--- config.mk ---
export PLATFORM = sky130hd
export DESIGN_NAME = riscv_lsu
export DESIGN_NICKNAME = d
export VERILOG_FILES = /design/src/rtl/riscv_lsu.sv
export SDC_FILE = /design/constraint.sdc
export NUM_CORES = 1
export LEC_CHECK = 0
export ABC_AREA = 1
export ABC_CLOCK_PERIOD_IN_PS = 2300
export CAP_MARGIN = 25
export CELL_PAD_IN_SITES_DETAIL_PLACEMENT = 0
export CELL_PAD_IN_SITES_GLOBAL_PLACEMENT = 1
export CORE_AREA = 4 4 136 138
export DETAILED_ROUTE_END_ITERATION = 10
export DIE_AREA = 0 0 140 142
export PLACE_DENSITY_LB_ADDON = 0.3
export SYNTH_ARGS = -nofsm -noshare
export SYNTH_HDL_FRONTEND = slang
export SYNTH_SLANG_ARGS = --single-unit
--- constraint.sdc ---
create_clock -name clk -period 2.3 [get_ports clk]
set_input_delay 0.575 -clock clk [delete_from_list [all_inputs] [get_ports clk]]
set_output_delay 0.575 -clock clk [all_outputs]
set_load 0.02 [all_outputs]
--- src/rtl/riscv_lsu.sv ---
// rtl/riscv_lsu.sv - RISC-V load/store unit between the pipeline and a fixed-latency data cache
//
// Purpose: accepts one load or store at a time, rejects misaligned or illegal
// requests, drives the data cache, and returns sign/zero-extended load data.
// Ports:
//   clk, rst                      clock, asynchronous active-high reset
//   req_valid/req_ready           request handshake (ready only while idle)
//   req_we, req_funct3            1=store/0=load, RISC-V size/sign code
//   req_addr, req_wdata           byte address, LSB-aligned store data
//   resp_valid                    one-cycle completion pulse
//   resp_rdata, resp_misalign     extended load data, rejection flag (held)
//   cache_d_write_en              cache write strobe
//   cache_d_write                 SW/SH/SB size code
//   cache_addr, cache_wdata       cache address and unshifted store data
//   cache_rdata                   full word returned by the cache

`ifndef CACHE_D_WRITE_LEN
`define CACHE_D_WRITE_LEN 2
`endif
`ifndef CACHE_D_SB
`define CACHE_D_SB 2'b01
`endif
`ifndef CACHE_D_SH
`define CACHE_D_SH 2'b10
`endif
`ifndef CACHE_D_SW
`define CACHE_D_SW 2'b11
`endif

module riscv_lsu #(
    parameter int RD_LATENCY = 1
) (
    input  logic                          clk,
    input  logic                          rst,
    input  logic                          req_valid,
    output logic                          req_ready,
    input  logic                          req_we,
    input  logic [2:0]                    req_funct3,
    input  logic [31:0]                   req_addr,
    input  logic [31:0]                   req_wdata,
    output logic                          resp_valid,
    output logic [31:0]                   resp_rdata,
    output logic                          resp_misalign,
    output logic                          cache_d_write_en,
    output logic [`CACHE_D_WRITE_LEN-1:0] cache_d_write,
    output logic [31:0]                   cache_addr,
    output logic [31:0]                   cache_wdata,
    input  logic [31:0]                   cache_rdata
);

    typedef enum logic [1:0] {IDLE, WRITE, READ, RESP} state_t;

    // READ lasts RD_LATENCY+1 cycles: the counter runs RD_LATENCY..0.
    localparam logic [2:0] LAT_INIT = 3'(RD_LATENCY);

    state_t      state, state_n;
    logic [2:0]  rd_cnt;
    logic [2:0]  funct3_q;
    logic [1:0]  addr_lo_q;
    logic        accept;
    logic        bad_req;
    logic        read_done;
    logic [7:0]  byte_sel;
    logic [15:0] half_sel;
    logic [31:0] load_data;
    logic [`CACHE_D_WRITE_LEN-1:0] size_code;

    assign accept    = req_valid && req_ready;
    assign read_done = (state == READ) && (rd_cnt == 3'd0);

    // Illegal funct3 for the direction, or address not aligned to access size.
    always_comb begin
        bad_req = 1'b0;
        if (req_we)
            bad_req = (req_funct3 > 3'b010);
        else
            bad_req = (req_funct3 == 3'b011) || (req_funct3[2:1] == 2'b11);
        case (req_funct3[1:0])
            2'b01:   if (req_addr[0])            bad_req = 1'b1;
            2'b10:   if (req_addr[1:0] != 2'b00) bad_req = 1'b1;
            default: ;
        endcase
    end

    always_comb begin
        case (req_funct3[1:0])
            2'b10:   size_code = `CACHE_D_SW;
            2'b01:   size_code = `CACHE_D_SH;
            default: size_code = `CACHE_D_SB;
        endcase
    end

    always_comb begin
        byte_sel = cache_rdata[{addr_lo_q, 3'b000} +: 8];
        half_sel = addr_lo_q[1] ? cache_rdata[31:16] : cache_rdata[15:0];
        case (funct3_q)
            3'b000:  load_data = {{24{byte_sel[7]}}, byte_sel};
            3'b001:  load_data = {{16{half_sel[15]}}, half_sel};
            3'b100:  load_data = {24'd0, byte_sel};
            3'b101:  load_data = {16'd0, half_sel};
            default: load_data = cache_rdata;
        endcase
    end

    // State register
    always_ff @(posedge clk or posedge rst) begin
        if (rst) state <= IDLE;
        else     state <= state_n;
    end

    // Next-state logic
    always_comb begin
        state_n = state;
        case (state)
            IDLE:  if (accept) state_n = bad_req ? RESP : (req_we ? WRITE : READ);
            WRITE: state_n = RESP;
            READ:  if (rd_cnt == 3'd0) state_n = RESP;
            RESP:  state_n = IDLE;
            default: state_n = IDLE;
        endcase
    end

    // Output logic
    always_comb begin
        req_ready        = (state == IDLE) && !rst;
        cache_d_write_en = (state == WRITE);
        resp_valid       = (state == RESP);
    end

    // Datapath registers. Cache-facing values only change on an aligned
    // accept, so a rejected request leaves the cache bus untouched.
    always_ff @(posedge clk or posedge rst) begin
        if (rst) begin
            rd_cnt        <= 3'd0;
            funct3_q      <= 3'd0;
            addr_lo_q     <= 2'd0;
            cache_addr    <= 32'd0;
            cache_wdata   <= 32'd0;
            cache_d_write <= '0;
            resp_rdata    <= 32'd0;
            resp_misalign <= 1'b0;
        end else begin
            if (accept) begin
                rd_cnt    <= LAT_INIT;
                funct3_q  <= req_funct3;
                addr_lo_q <= req_addr[1:0];
                if (bad_req) begin
                    resp_misalign <= 1'b1;
                end else begin
                    cache_addr    <= req_addr;
                    cache_wdata   <= req_wdata;
                    cache_d_write <= size_code;
                end
            end else if (state == READ) begin
                rd_cnt <= rd_cnt - 3'd1;
            end
            if (state == WRITE)
                resp_misalign <= 1'b0;
            if (read_done) begin
                resp_misalign <= 1'b0;
                resp_rdata    <= load_data;
            end
        end
    end

endmodule

==> impl_results.md <==
- Status: complete, no violations
- Starting Density: 0.3186
- CTS hold repair buffers: 0
- Syn_nets: 793
- Hold Crit Class: flip-flop to flip-flop
- Die X: 140 um
- Power density over the cells: around 1400 mW/mm^2
- Post-synth top flop: dfrtp_1
- Nets@finish: approximately 1000
- Hpwl dp: around 11 mm
- Die Y: ~140 um
- Rows: 48
- Max_cap viols: 0
- Top cells by area, synth: dfrtp_1, nand2_1, inv_1, o21ai_1, a21oi_1
- Total clock sinks: roughly 110
- TritonCTS clock tree: yes
- Critical-path maximum fanout: 4
- Final WS setup: 0.1229 ns
- Post-synth cell types: 26
- Largest net degree at the start of global routing: 110
- Family with the most delay on the worst path: buffers and inverters
- Mapped Area: 0.005473 mm^2
- Core area: 0.01718 mm^2
- Initial antenna violation count: 0
- Critical Path Most Common Cell: inv_1
- Slew margin rel.: 0.6070
- Unrepaired setup endpoints after global routing: no
- Fraction of registers with async set/reset: 1.000
- Final period util: 0.9466
- Final setup vio count: 0
- Wire length of the first global-routing pass: 24.96 mm
- CP peak stage delay: 0.42 ns
- Placer Congestion: between 0.8 and 0.9
- Port bufs: ~200
- Number of synthesized flops with an enable pin: 0
- Slew @ Worst Pin: 0.5894 ns
- Top cell type by total area after synthesis: dfrtp_1
- Antenna-violating nets left: 0
- Clock-pin slew of the registers on the worst-case setup and hold paths: 0.08 ns
- Cells after Synth: ~700
- 1st-pass router iterations: 4
- Most common cell after layout, fill and taps aside: nand2_1
- Die ar.: 0.01988 mm^2
- Syn Area/Cell: 8.048 um^2
- Area grow syn2layout: 47.90%
- First DRT Iteration DRCs: 265
- Global Route Usage Sum: 0.1554
- CP Class: flip-flop to primary output
- Synth top area share: 0.4984
- Tmin final: 2.177 ns
- Total CTS buffers: 9
- Yosys Warn Count: 0
- Worst path slowest cell: dfrtp_1
- Diode count: 0
- IO Pins: 205
- CP Launch Type: flip-flop
- Number of global-route vias before repair: 4916
- Crit path DAT: between 1.5 and 2 ns
- Peak Freq: 459.3 MHz
- Gr ovfl total: 0
- Crit-path cells: inv_1 > ha_1 > inv_1 > nor2_1 > dlygate4sd2_1
- Via count: 4825
- Layout cells sized above 1: 0.1060
- Slew Viols, Final: 0
- CP endpoint kind: primary output
- Clock root buffer: clkbuf_16
- Drt total wl: 15.30 mm
- Routed WL per cell: 13.76 um
- Clk buf depth: 2
- Residual DRC: 0
- Total number of H-tree levels: 3
- Fin. Hold Viols: 0
- Most frequent cells in the layout: nand2_1, clkdlybuf4s50_1, inv_1
- Layout Utilization: 0.4712
- Fin Clk Skew: 0.007902 ns
- Lkg Pwr: 4.059 nW
- Worst Path Buf+Inv: 3
- FF+latch count, synth: approximately 110
- Via density: 4.339
- Worst path required time: 1.73 ns
- Pre-CTS setup slack: -0.03530 ns
- Seq/Total Area, Yosys: 0.4984
- Clock Latency Late Sink: 0.35 ns
- Worst IR Drop VDD: 0.6782 mV
logic make-up after synthesis:
logic type	share of synthesized area
adders and majority gates	0.02286
and+or+nand+nor	0.2330
DFF	0.4984
buffers and inverters	0.1244
AOI/OAI and AO/OA	0.1214
stage by stage:
| stage | cells | power [mW] | instance area [um^2] | TNS, ns | hold slack, ns |
|---|---|---|---|---|---|
| after floorplan | 680 | 6.789 | 5478 | 0 | 0.4672 |
| after global placement | 1096 | 9.384 | 7776 | 0 | 0.4643 |
| after detailed placement | 1096 | 9.401 | 7776 | -0.6155 | 0.4680 |
| after CTS | 1112 | 11.14 | 8092 | 0 | 0.4888 |
| after global routing | 1112 | 11.81 | 8094 | 0 | 0.5029 |
| final | 1112 | 10.95 | 8094 | 0 | 0.4845 |
per-layer routing:
metal	wire length [um]	share of wire	track usage	vias to the layer above
met5	0	0	0	-
met4	119	0.0078	0.03519	0
met3	1664	0.11	0.07493	9
met2	6761	0.44	0.2487	161
met1	6755	0.44	0.1920	2179
li1	-	-	-	2476
worst min-delay path, delay by kind of cell, from the launching register on:
family	cells	cell delay, ns
AND/OR/NAND/NOR	2	0.10
flip-flops	1	0.35
Yosys cell counts (2+ instances only):
| cell | n |
|---|---|
| buf_6 | 13 |
| inv_2 | 6 |
| o21ai_0 | 18 |
| nand3_2 | 12 |
| clkbuf_1 | 13 |
| nor2_1 | 24 |
| nand3_1 | 19 |
| inv_1 | 114 |
| a21oi_1 | 32 |
| nand2_2 | 3 |
| buf_2 | 4 |
| ha_1 | 10 |
| dfrtp_1 | 109 |
| or2_2 | 17 |
| nand2_1 | 209 |
| o21ai_1 | 50 |
| o21ai_2 | 17 |
| buf_4 | 2 |
area by class of cell:
class | count | area (um^2)
fillers | 1763 | 9082
flip-flops and latches | 109 | 2728
repair buffers | 223 | 2248
multi-input cells | 419 | 2064
inverters | 120 | 455.4
well taps | 225 | 281.5
clock buffers | 9 | 225.2
clock inverters | 7 | 91.34
power breakdown:
part           switching [mW]  internal, mW
logic                    3.14          2.68
clock network           0.786         0.873
registers               0.593          2.88
total                    4.52          6.43
timing repair:
item                                    CTS  global route
gates resized for setup                   1             1
buffers inserted                          0             0
endpoints found under the setup margin    1             1
hold endpoints to repair                  0             0
path summary, 6_finish.rpt:
kind	start	slack (ns)	endpoint	cells past startpoint
setup / recovery	state[0]	0.12	req_ready	5
hold / removal	resp_rdata[2]	0.48	resp_rdata[2]	2
setup reg to reg	rd_cnt[0]	0.40	resp_rdata[16]	9
hold reg to reg	resp_rdata[2]	0.48	resp_rdata[2]	2
max in group asynchronous	rst	1.04	resp_rdata[16]	4
min in group asynchronous	rst	0.82	resp_rdata[15]	4
state kept, by name, summed over array words and instances, names as in the netlist:
name,flops
addr_lo_q,2
cache_addr,32
cache_d_write,2
cache_wdata,32
funct3_q,3
rd_cnt,3
resp_misalign,1
resp_rdata,32
state,2
(Power assumes the default switching activity.)
